<file path="src/rtl/pulse_period_meter.sv">
// pulse_period_meter: measures high/low durations of an asynchronous periodic input in CLK cycles.
// Optional input deglitch filter, enabled by defining PULSE_PERIOD_METER_DEGLITCH_EN.
module pulse_period_meter #(
  parameter int CNT_WIDTH       = 16,
  parameter int SYNC_STAGES     = 2,
  parameter int DEGLITCH_COUNTS = 4
) (
  input  logic                 CLK,
  input  logic                 RESET_N,
  input  logic                 IN,
  output logic [CNT_WIDTH-1:0] HIGH_CNT,
  output logic [CNT_WIDTH-1:0] LOW_CNT,
  output logic                 VALID,
  output logic                 TIMEOUT,
  output logic [1:0]           fsm_state
);

  // VALID is a one-cycle strobe with no back-pressure: HIGH_CNT/LOW_CNT change only
  // in the cycle VALID is high and hold until the next VALID or reset.

  typedef enum logic [1:0] {IDLE, MEAS_HIGH, MEAS_LOW} state_t;

  localparam logic [CNT_WIDTH-1:0] CNT_MAX = '1;
`ifdef PULSE_PERIOD_METER_DEGLITCH_EN
  localparam int SETTLE = SYNC_STAGES + DEGLITCH_COUNTS + 1;
`else
  localparam int SETTLE = SYNC_STAGES + 1;
`endif
  localparam int SW = $clog2(SYNC_STAGES + DEGLITCH_COUNTS + 2);
  localparam logic [SW-1:0] SETTLE_V = SW'(SETTLE);

  state_t                 state;
  logic [SYNC_STAGES-1:0] sync;
  logic                   synced;
  logic                   s;
  logic                   s_d;
  logic                   rise;
  logic                   fall;
  logic [CNT_WIDTH-1:0]   counter;
  logic [CNT_WIDTH-1:0]   high_len;
  logic [SW-1:0]          settle_cnt;
  logic                   settled;

  always_ff @(posedge CLK) begin
    if (!RESET_N) sync <= '0;
    else          sync <= {sync[SYNC_STAGES-2:0], IN};
  end
  assign synced = sync[SYNC_STAGES-1];

`ifdef PULSE_PERIOD_METER_DEGLITCH_EN
  localparam int DW = $clog2(DEGLITCH_COUNTS + 1);
  localparam logic [DW-1:0] DG_LAST = DW'(DEGLITCH_COUNTS - 1);
  logic          s_f;
  logic [DW-1:0] dg_cnt;

  // The filtered level follows only after DEGLITCH_COUNTS consecutive differing
  // samples, so rising and falling edges are delayed by the same amount.
  always_ff @(posedge CLK) begin
    if (!RESET_N) begin
      s_f    <= 1'b0;
      dg_cnt <= '0;
    end else if (synced != s_f) begin
      if (dg_cnt == DG_LAST) begin
        s_f    <= synced;
        dg_cnt <= '0;
      end else begin
        dg_cnt <= dg_cnt + 1'b1;
      end
    end else begin
      dg_cnt <= '0;
    end
  end
  assign s = s_f;
`else
  assign s = synced;
`endif

  // The input path starts from zeros after reset; a high level already present
  // would look like a rising edge, so edges are ignored until the path holds real samples.
  always_ff @(posedge CLK) begin
    if (!RESET_N)                   settle_cnt <= '0;
    else if (settle_cnt != SETTLE_V) settle_cnt <= settle_cnt + 1'b1;
  end
  assign settled = (settle_cnt == SETTLE_V);

  assign rise = s & ~s_d;
  assign fall = ~s & s_d;

  always_ff @(posedge CLK) begin
    if (!RESET_N) begin
      state    <= IDLE;
      s_d      <= 1'b0;
      counter  <= '0;
      high_len <= '0;
      HIGH_CNT <= '0;
      LOW_CNT  <= '0;
      VALID    <= 1'b0;
      TIMEOUT  <= 1'b0;
    end else begin
      s_d   <= s;
      VALID <= 1'b0;
      case (state)
        IDLE: begin
          if (rise && settled) begin
            counter <= CNT_WIDTH'(1);
            state   <= MEAS_HIGH;
          end
        end
        MEAS_HIGH: begin
          if (fall) begin
            high_len <= counter;
            counter  <= CNT_WIDTH'(1);
            state    <= MEAS_LOW;
          end else if (counter == CNT_MAX) begin
            TIMEOUT <= 1'b1;
            counter <= '0;
            state   <= IDLE;
          end else begin
            counter <= counter + 1'b1;
          end
        end
        MEAS_LOW: begin
          if (rise) begin
            HIGH_CNT <= high_len;
            LOW_CNT  <= counter;
            VALID    <= 1'b1;
            TIMEOUT  <= 1'b0;
            counter  <= CNT_WIDTH'(1);
            state    <= MEAS_HIGH;
          end else if (counter == CNT_MAX) begin
            TIMEOUT <= 1'b1;
            counter <= '0;
            state   <= IDLE;
          end else begin
            counter <= counter + 1'b1;
          end
        end
        default: state <= IDLE;
      endcase
    end
  end

  assign fsm_state = state;

endmodule

</file>
<file path="config.mk">
export PLATFORM = sky130hd
export DESIGN_NAME = pulse_period_meter
export DESIGN_NICKNAME = d
export VERILOG_FILES = /design/src/rtl/pulse_period_meter.sv
export SDC_FILE = /design/constraint.sdc
export NUM_CORES = 1
export LEC_CHECK = 0
export BUFFER_PORTS_ARGS = -buffer_cell sky130_fd_sc_hd__buf_2
export CORE_MARGIN = 2
export CORE_UTILIZATION = 57
export DETAILED_ROUTE_END_ITERATION = 7
export PLACE_DENSITY_LB_ADDON = 0.05
export SYNTH_ARGS = -nofsm -noshare
export SYNTH_HDL_FRONTEND = slang
export SYNTH_SLANG_ARGS = --single-unit
</file>
<file path="constraint.sdc">
create_clock -name CLK -period 3.1 [get_ports CLK]
set_clock_uncertainty 0.15 [all_clocks]
set_input_delay 0.62 -clock CLK [delete_from_list [all_inputs] [get_ports CLK]]
set_output_delay 0.62 -clock CLK [all_outputs]
set_load 0.005 [all_outputs]
</file>
==> run_results.csv, run 1 <==
group,metric,value,unit
run_status,status,"finished clean",
logic_synthesis,synth_cell_types,40,
setup_path,arrival,2.35,ns
floorplan,rows,26,
global_routing,grt_usage,23.0,%
cells_and_area,syn2layout_area_growth,12.5,%
global_routing,antenna_found_initial,0,
power_and_ir_drop,leakagePower,0.00125,uW
logic_synthesis,syn_inst,382,
floorplan,die_h,77.8,microns
setup_path,worstPathMaxFanout,21,
setup_path,crit_path_cell_trace,"inv_1 -> ha_1 -> or2_2 -> and2_4 -> a31oi_1 -> a211oi_1",
routing,vias_per_cell,5.69,
floorplan,dieArea,6050,sq um
clocking,postCtsResizedCells,0,
cells_and_area,stdcell_area,3490,sq um
clocking,post_cts_buffers,0,
clocking,cts.sinks,74,
cells_and_area,diodes,0,
setup_path,start_kind,"flip-flop",
power_and_ir_drop,p_per_area,499,nW/um^2
clocking,cts_tree,"done",
sta,slew_headroom,46.5,%
logic_synthesis,syn-cell-area,3100,sq um
sta,fmax,0.434,GHz
job,drv_cap,0,
hold_path,hold_path_depth,1,
power_and_ir_drop,total_power,1740,uW
placed_design,io_buffer_count,38,
placed_design,routabilityCongestion,0.866,
sta,tns,0,ns
logic_synthesis,synth-warning-count,0,
cells_and_area,final_common_cell,"nand2_1",
sta,finalCriticalPeriod,2.30,ns
sta,rsz0062_at_grt,"no",
floorplan,die_w,77.8,microns
routing,postRouteAntennaNets,0,
setup_path,cp.required,3.15,ns
sta,post-route-period-util,74.3,%
logic_synthesis,ys_async_sr_fraction,0,%
global_routing,grt_max_degree,35,
setup_path,rr_endpoint,"counter[11]$_SDFFE_PN0P_",
global_routing,grt_pass1_wl,11.2,mm
logic_synthesis,ys_ff_latch,74,
cells_and_area,final_cell_mix,"nand2_1, dfxtp_1, a21oi_1",
setup_path,regToRegStartpoint,"fsm_state[0]$_SDFFE_PN0P_",
global_routing,grt_pass1_vias,2481,
floorplan,start_util,60.0,%
hold_path,hp-class,"flip-flop to flip-flop",
setup_path,cp_slowest_stage_delay,0.62,ns
routing,drc,0,
cells_and_area,nFillCells,440,
cells_and_area,final_layout_size_suffix_gt1_share,15.5,%
floorplan,coreArea,5170,sq um
setup_path,reg2reg_setup_slack,0.80,ns
setup_path,crit_end,"counter[11]$_SDFFE_PN0P_",
setup_path,cp_slowest_cell,"a31oi_1",
floorplan,io_pins,39,
logic_synthesis,syn-num-nets,392,
logic_synthesis,syn_avg_cell_area,8.12,sq um
cells_and_area,nets,418,
routing,totalWireLength,6.67,mm
routing,num_vias,2750,
clocking,path_clk_slew,0.08,ns
clocking,htree_num_levels,3,
sta,finalHoldWorstSlack,0.286,ns
logic_synthesis,synthFlopType,"dfxtp_1",
setup_path,setup.worst_path.start,"fsm_state[0]$_SDFFE_PN0P_",
global_routing,overflow,0,
clocking,clk_path_buf_depth,2,
setup_path,cp-end-kind,"flip-flop",
routing,avgRoutedWirePerCell,13.8,microns
logic_synthesis,yosysSeqAreaShare,47.7,%
clocking,insertion_delay,0.34,ns
placed_design,dp_hpwl,4.26,mm
routing,drt_iter0_drc,146,
sta,tightest_slew,0.799,ns
clocking,cts_hold_buf,0,
routing,first_pass_iters,4,
clocking,root_buffer,"clkbuf_8",
setup_path,r2r.worst_path.cells,6,
setup_path,worstSetupPathType,"flip-flop to flip-flop",
sta,drv_slew,0,
clocking,cts_buffers,9,
power_and_ir_drop,vdd_ir_drop_max,0.000345,V
sta,hold_viol,0,
placed_design,place_area,3300,sq um
logic_synthesis,synth_edf_count,0,
sta,setup_viol_count_final,0,
-- flip-flops by register name, summed over array words and instances, names as in the netlist --
| register | cells |
|---|---|
| HIGH_CNT | 16 |
| LOW_CNT | 16 |
| counter | 16 |
| high_len | 16 |
| settle_cnt | 3 |
| fsm_state | 2 |
| sync | 2 |
| TIMEOUT | 1 |
| VALID | 1 |
| s_d | 1 |
-- where the power goes --
part | internal, uW | switching (uW)
combinational | 19.9 | 40.0
sequential | 960 | 7.00
clock | 369 | 346
-- worst min-delay path by stage --
| stage | startpoint | end | slack, ns |
|---|---|---|---|
| 3_3_place_gp | sync[0]$_SDFF_PN0_ | sync[1]$_SDFF_PN0_ | 0.27 |
| 3_5_place_dp | sync[0]$_SDFF_PN0_ | sync[1]$_SDFF_PN0_ | 0.27 |
| 2_1_floorplan | sync[0]$_SDFF_PN0_ | sync[1]$_SDFF_PN0_ | 0.26 |
| 4_1_cts | sync[0]$_SDFF_PN0_ | sync[1]$_SDFF_PN0_ | 0.29 |
| 5_1_grt | sync[0]$_SDFF_PN0_ | sync[1]$_SDFF_PN0_ | 0.32 |
| 6_report | sync[0]$_SDFF_PN0_ | sync[1]$_SDFF_PN0_ | 0.29 |
-- Yosys cell counts, types with 3 or more instances --
cell        n  area [sq um]
nand2_1   113           424
dfxtp_1    74          1480
a21oi_1    53           265
clkbuf_1   23          86.3
nand4_1    10          62.6
or4_1      10          75.1
a211oi_1    9          67.6
nor2_1      9          33.8
ha_1        7          87.6
inv_1       7          26.3
nand3_1     7          35.0
o31ai_1     7          52.6
o221ai_1    6          52.6
a31oi_1     4          25.0
and2_1      3          18.8
and4_1      3          26.3
nand2b_1    3          18.8
o21ai_0     3          15.0
-- metrics by stage --
stage / setup slack, ns / util [%] / std cells
after global routing: 0.569 / 67.5 / 483
final: 0.795 / 67.5 / 483
after CTS: 0.779 / 67.5 / 483
after detailed placement: 0.792 / 63.9 / 467
after global placement: 0.843 / 63.9 / 467
after floorplan: 0.892 / - / 382
-- cell families after synthesis --
family / after synthesis / synth area share (%)
buffers and inverters: 36 / 4.88
adders and majority gates: 7 / 2.82
and+or+nand+nor: 172 / 26.3
xor gates and xnor gates: 1 / 0.282
muxes: 1 / 0.323
DFF: 74 / 47.7
AOI/OAI and AO/OA: 91 / 17.7
-- layout make-up --
class / count / area [sq um] / share of cell area (%)
sequential: 74 / 1480 / 42.5
multi-input combinational: 272 / 1470 / 42.2
timing repair buffer: 44 / 235 / 6.74
clock buffer: 11 / 131 / 3.76
tap: 70 / 87.6 / 2.51
clock inverter: 5 / 55.1 / 1.58
inverter: 7 / 26.3 / 0.753
-- worst max-delay path, delay by kind of cell (launching register included) --
family,cells,cell delay (ns)
buffers and inverters,1,0.09
adder cells (fa/ha/maj),1,0.24
flip-flops,1,0.42
AND/OR/NAND/NOR,2,0.55
AO/OA/AOI/OAI,2,0.72
-- per-layer routing --
| metal | track usage [%] | routed length, microns |
|---|---|---|
| met3 | 3.84 | 330 |
| met1 | 29.1 | 3140 |
| met4 | 12.3 | 127 |
| met5 | 0 | 0 |
| met2 | 37.4 | 3080 |
(Power assumes the default switching activity.)
==> run 2: changes to the inputs <==
ABC_AREA = 1   (was not set)
clock period = 2.3 ns   (was 3.1 ns; I/O delays follow)
==> run 2 against run 1 <==
  * Routed wire length is 4.4% lower
  * Largest cell class unchanged
  * Sequential power grew 37%
  * Power up 53%
  * Non-clock buffer count rose by 1
  * First-iteration DRC count down 27%
  * Core utilization down 0.47 points
  * Sequential share of layout area down 1.5 points
  * Maximum frequency is 18% higher
  * Combinational power rose to 3.5 times the previous value
  * Critical endpoint is now counter[15]$_SDFFE_PN0P_
==> run_results.csv, run 2 <==
group,metric,value,unit
run_status,status,"finished clean",
setup_path,setup.worst_path.start,"settle_cnt[0]$_SDFFE_PN0P_",
placed_design,routabilityCongestion,0.847,
clocking,cts_hold_buf,0,
logic_synthesis,synth_top_family_by_area,"simple AND/OR/NAND/NOR gates",
global_routing,grt_pass1_vias,2397,
setup_path,cp.required,2.44,ns
floorplan,rows,27,
global_routing,antenna_found_initial,0,
routing,vias_per_cell,4.97,
placed_design,io_buffer_count,38,
cells_and_area,stdcell_area,3620,sq um
setup_path,worstSetupPathType,"flip-flop to flip-flop",
placed_design,place_area,3400,sq um
setup_path,worstPathMaxFanout,13,
sta,finalCriticalPeriod,1.95,ns
floorplan,die_w,78.2,microns
clocking,postCtsResizedCells,0,
clocking,root_buffer,"clkbuf_8",
sta,fmax,0.513,GHz
cells_and_area,fin_cells,519,
sta,finalHoldWorstSlack,0.140,ns
logic_synthesis,synth_cell_types,31,
clocking,path_clk_slew,0.08,ns
hold_path,hp-start,"IN",
floorplan,coreArea,5410,sq um
sta,setup_viol_count_final,0,
logic_synthesis,synth-warning-count,0,
job,drv_cap,0,
setup_path,rr_endpoint,"counter[15]$_SDFFE_PN0P_",
clocking,cts_tree,"done",
cells_and_area,nFillCells,476,
setup_path,r2r.worst_path.cells,9,
routing,postRouteAntennaNets,0,
clocking,cts_buffers,9,
placed_design,dp_hpwl,4.35,mm
power_and_ir_drop,vdd_ir_drop_max,0.000394,V
floorplan,die_h,78.2,microns
setup_path,cp-end-kind,"flip-flop",
setup_path,crit_end,"counter[15]$_SDFFE_PN0P_",
sta,drv_slew,0,
floorplan,dieArea,6120,sq um
setup_path,start_kind,"flip-flop",
cells_and_area,final_layout_size_suffix_gt1_share,19.7,%
cells_and_area,syn2layout_area_growth,15.3,%
setup_path,arrival,2.09,ns
cells_and_area,diodes,0,
sta,hold_viol,0,
sta,rsz0062_at_grt,"no",
logic_synthesis,yosys-top-cells-count,"dfxtp_1, inv_1, nand2_1",
logic_synthesis,synthAdderAreaFrac,2.79,%
clocking,insertion_delay,0.35,ns
sta,tns,0,ns
logic_synthesis,syn_avg_cell_area,7.75,sq um
logic_synthesis,synth-xor-area-share,1.67,%
routing,num_vias,2582,
logic_synthesis,synth_top_area_share,47.2,%
cells_and_area,nets,452,
clocking,post_cts_buffers,0,
routing,totalWireLength,6.38,mm
routing,drc,0,
logic_synthesis,synthTopCellsByArea,"dfxtp_1, a21oi_1, inv_1",
global_routing,overflow,0,
power_and_ir_drop,total_power,2670,uW
logic_synthesis,synth_edf_count,0,
clocking,cts.sinks,74,
floorplan,io_pins,39,
clocking,htree_num_levels,3,
logic_synthesis,synthSimpleGateAreaFrac,20.6,%
power_and_ir_drop,leakagePower,0.00147,uW
routing,drt_iter0_drc,107,
global_routing,grt_max_degree,44,
global_routing,grt_pass1_wl,11.0,mm
logic_synthesis,ys_ff_latch,74,
global_routing,grt_usage,22.7,%
logic_synthesis,synth_top_area_cell,"dfxtp_1",
hold_path,hp-class,"input port to flip-flop",
cells_and_area,final_cell_mix,"dfxtp_1, inv_1, nand2_1",
logic_synthesis,synth_compound_area_share,16.6,%
setup_path,reg2reg_setup_slack,0.35,ns
logic_synthesis,synthFlopType,"dfxtp_1",
clocking,clk_path_buf_depth,2,
logic_synthesis,yosysSeqAreaShare,47.2,%
logic_synthesis,ys_async_sr_fraction,0,%
routing,first_pass_iters,4,
placed_design,placed_cells,503,
floorplan,start_util,58.1,%
routing,avgRoutedWirePerCell,12.3,microns
sta,tightest_slew,0.356,ns
logic_synthesis,syn-num-nets,415,
sta,slew_headroom,76.2,%
cells_and_area,final_common_cell,"dfxtp_1",
sta,post-route-period-util,84.8,%
logic_synthesis,synth_most_common_cell,"dfxtp_1",
logic_synthesis,syn_inst,405,
logic_synthesis,muxShareOfSynthArea,0.319,%
setup_path,regToRegStartpoint,"settle_cnt[0]$_SDFFE_PN0P_",
logic_synthesis,syn-cell-area,3140,sq um
power_and_ir_drop,p_per_area,736,nW/um^2
==> run 2: critical path, cell delays in order, from the launching register on <==
cell	delay (ns)
dfxtp_1	0.33
ha_1	0.20
ha_1	0.22
nand3_2	0.09
nand2_2	0.06
nand2_2	0.26
inv_2	0.16
nand2_2	0.14
nand2_4	0.14
nor2_2	0.14
==> run 2: final cells by class <==
class                      count  area, sq um  area share (%)
tap                           72         90.1            2.49
timing repair buffer          45          268            7.39
multi-input combinational    250         1320            36.6
clock buffer                   9          124            3.42
inverter                      62          233            6.43
sequential                    74         1480            40.9
clock inverter                 7          101            2.80
==> run 2: how the worst min path moves through the flow <==
stage / to / slack, ns / cells past startpoint
CTS: sync[0]$_SDFF_PN0_ / 0.12 / 3
floorplan: sync[1]$_SDFF_PN0_ / 0.24 / 2
global route: sync[0]$_SDFF_PN0_ / 0.17 / 3
global placement: sync[1]$_SDFF_PN0_ / 0.24 / 2
detailed placement: sync[1]$_SDFF_PN0_ / 0.25 / 2
finish: sync[0]$_SDFF_PN0_ / 0.14 / 3
==> run 2: power by group <==
| group | internal, uW | switching, uW |
|---|---|---|
| clock | 621 | 513 |
| combinational | 63.4 | 149 |
| sequential | 1300 | 18.8 |
| total | 1990 | 680 |
==> run 2: cells by family (layout without fill, tap and decap cells) <==
logic type	after synthesis	count (layout)
simple gates	134	134
compound gates	102	102
buf+inv	81	123
flops	74	74
fa+ha+maj	7	7
xor+xnor	6	6
mux	1	1
==> run 2: stage by stage <==
stage | setup WS [ns] | utilization (%)
4_1_cts | 0.343 | 67.0
3_3_place_gp | 0.444 | 62.8
6_report | 0.349 | 67.0
5_1_grt | 0.192 | 67.0
2_1_floorplan | 0.669 | -
3_5_place_dp | 0.365 | 62.8
==> run 2: layer usage <==
layer | global-route usage, % | part of all wire (%)
met3 | 7.01 | 4.0
met5 | 0 | 0
met1 | 31.0 | 50
met4 | 7.37 | 1.6
met2 | 34.6 | 44
==> run 3: changes to the inputs <==
clock period = 1.8 ns   (was 2.3 ns; I/O delays follow)
==> run 3 against run 2 <==
  * Clock power up 28%
  * Worst hold slack worse by 0.097 ns
  * Via count up 2.8%
  * Routed wire length up 1.9%
  * Combinational power up 47%
  * Register-to-register slack worse by 0.28 ns
  * Critical path type unchanged
  * Highest routed layer unchanged
==> run_results.csv, run 3 (synthesis results as in run 2) <==
group,metric,value,unit
cells_and_area,final-seq-area,1490,sq um
global_routing,use_met1,29.9,%
hold_path,min_delay_worst_endpoint,"sync[0]$_SDFF_PN0_",
cells_and_area,diodes,0,
power_and_ir_drop,p_per_area,923,nW/um^2
sta,tightest_slew,0.331,ns
global_routing,grt_pass1_wl,11.0,mm
floorplan,start_util,58.1,%
routing,drt_iter0_drc,143,
sta,drv_slew,0,
power_and_ir_drop,total_power,3450,uW
sta,setup_viol_count_final,0,
sta,hold_viol,0,
floorplan,dieArea,6120,sq um
clocking,path_clk_slew,0.08,ns
clocking,cts_tree,"done",
cells_and_area,nFillCells,486,
job,drv_cap,0,
global_routing,antenna_found_initial,0,
sta,post-route-period-util,96.1,%
sta,slew_headroom,77.9,%
setup_path,cp.required,1.94,ns
cells_and_area,final_layout_size_suffix_gt1_share,23.4,%
cells_and_area,final_cell_mix,"dfxtp_1, inv_1, nand2_1",
floorplan,die_w,78.2,microns
cells_and_area,nets,462,
clocking,root_buffer,"clkbuf_8",
setup_path,rr_endpoint,"counter[9]$_SDFFE_PN0P_",
cells_and_area,stdcell_area,3740,sq um
power_and_ir_drop,power_frac_seq,49.1,%
placed_design,io_buffer_count,38,
routing,first_pass_iters,4,
cells_and_area,syn2layout_area_growth,19.3,%
setup_path,crit_path_cell_trace,"ha_4 -> ha_4 -> nand3_2 -> nand2_2 -> nand2_4 -> buf_6 -> nor3_4 -> nand2_1 -> nand2_1 -> nand2_1 -> nor2_2",
run_status,status,"finished clean",
power_and_ir_drop,vdd_ir_drop_max,0.000596,V
global_routing,grt_usage,23.0,%
routing,totalWireLength,6.50,mm
cells_and_area,final_common_cell,"dfxtp_1",
power_and_ir_drop,clock_power_share,41.9,%
clocking,cts_buffers,9,
floorplan,die_h,78.2,microns
placed_design,place_area,3460,sq um
cells_and_area,multi_input_comb_area,1360,sq um
setup_path,cp_slowest_cell,"dfxtp_2",
floorplan,coreArea,5410,sq um
clocking,clk_path_buf_depth,2,
setup_path,worstPathMaxFanout,6,
power_and_ir_drop,switching_power,857,uW
clocking,insertion_delay,0.35,ns
power_and_ir_drop,p_comb_share,9.0,%
setup_path,reg2reg_setup_slack,0.07,ns
setup_path,cp-end-kind,"flip-flop",
placed_design,dp_hpwl,4.48,mm
setup_path,worstSetupPathType,"flip-flop to flip-flop",
hold_path,hold_path_depth,3,
setup_path,arrival,1.87,ns
sta,finalCriticalPeriod,1.73,ns
global_routing,grt-busiest-layer,"met2",
power_and_ir_drop,p_int,2600,uW
floorplan,io_pins,39,
routing,num_vias,2654,
hold_path,hp-start,"IN",
setup_path,r2r.worst_path.cells,11,
floorplan,rows,27,
sta,fmax,0.578,GHz
hold_path,hp-class,"input port to flip-flop",
setup_path,start_kind,"flip-flop",
routing,postRouteAntennaNets,0,
power_and_ir_drop,leakagePower,0.00152,uW
power_and_ir_drop,swShare,24.8,%
global_routing,grt_max_degree,44,
global_routing,overflow,0,
placed_design,routabilityCongestion,0.829,
clocking,cts.sinks,74,
routing,avgRoutedWirePerCell,12.3,microns
setup_path,crit_top_cell,"nand2_1",
setup_path,regToRegStartpoint,"settle_cnt[1]$_SDFFE_PN0P_",
clocking,htree_num_levels,3,
global_routing,use_met3,5.40,%
sta,rsz0062_at_grt,"yes",
routing,vias_per_cell,5.02,
global_routing,grt_use_met2,36.0,%
global_routing,grt_pass1_vias,2448,
setup_path,cp_slowest_stage_delay,0.36,ns
routing,drc,0,
-- run 3: cell types whose count changed in the layout (fill, tap and decap cells not counted), moves of 2 or more --
cell	delta
dfxtp_1	-6
ha_4	+2
buf_4	+9
dfxtp_2	+5
ha_1	-2
-- run 3: worst max-delay path: cells and delay by family, from the launching register on --
kind / cells / cell delay, ns
buffers and inverters: 1 / 0.14
and+or+nand+nor: 8 / 0.75
adders and majority gates: 2 / 0.29
DFF: 1 / 0.36
-- run 3: worst max path at each step --
stage                                           from  slack, ns                        end
final                     settle_cnt[1]$_SDFFE_PN0P_       0.07    counter[9]$_SDFFE_PN0P_
after global routing      settle_cnt[1]$_SDFFE_PN0P_      -0.05    counter[9]$_SDFFE_PN0P_
after CTS                 settle_cnt[0]$_SDFFE_PN0P_       0.02    counter[9]$_SDFFE_PN0P_
after detailed placement  settle_cnt[0]$_SDFFE_PN0P_       0.05    counter[9]$_SDFFE_PN0P_
after global placement    settle_cnt[0]$_SDFFE_PN0P_       0.11   counter[14]$_SDFFE_PN0P_
after floorplan            fsm_state[0]$_SDFFE_PN0P_       0.17  HIGH_CNT[10]$_SDFFE_PN0P_
-- run 3: repair_timing --
action	CTS	global route
gates resized for setup	0	14
setup endpoints to repair	0	22
setup buffers	0	1
hold buffers	0	0
endpoints found under the hold margin	0	0
-- run 3: area by class of cell --
cell class / count / area share (%)
Clock buffer: 10 / 3.68
Clock inverter: 6 / 2.37
Inverter: 62 / 6.22
Multi-Input combinational cell: 250 / 36.2
Sequential cell: 74 / 39.8
Tap cell: 72 / 2.41
Timing Repair Buffer: 55 / 9.26
-- run 3: metal layers --
| layer | share of wire, % | vias up |
|---|---|---|
| met5 | 0 | - |
| met4 | 1.8 | 0 |
| met3 | 5.8 | 11 |
| met2 | 46 | 79 |
| met1 | 47 | 1178 |
| li1 | - | 1386 |
-- run 3: power by group through the flow --
stage                     registers [uW]  clock network [uW]  logic, uW
after CTS                           1690                1470        282
after global routing                1700                1550        352
after detailed placement            1720                   0        281
after floorplan                     1720                   0        228
final                               1700                1450        312
after global placement              1720                   0        280
-- run 3: through the flow --
| stage | util (%) | setup slack, ns | hold WS, ns | setup TNS [ns] | instances |
|---|---|---|---|---|---|
| 3_3_place_gp | 64.1 | 0.106 | 0.260 | 0 | 512 |
| 5_1_grt | 69.3 | -0.0509 | 0.0877 | -0.214 | 529 |
| 2_1_floorplan | - | 0.169 | 0.240 | 0 | 405 |
| 3_5_place_dp | 64.1 | 0.0461 | 0.263 | 0 | 512 |
| 4_1_cts | 68.3 | 0.0247 | 0.0294 | 0 | 528 |
| 6_report | 69.3 | 0.0707 | 0.0437 | 0 | 529 |
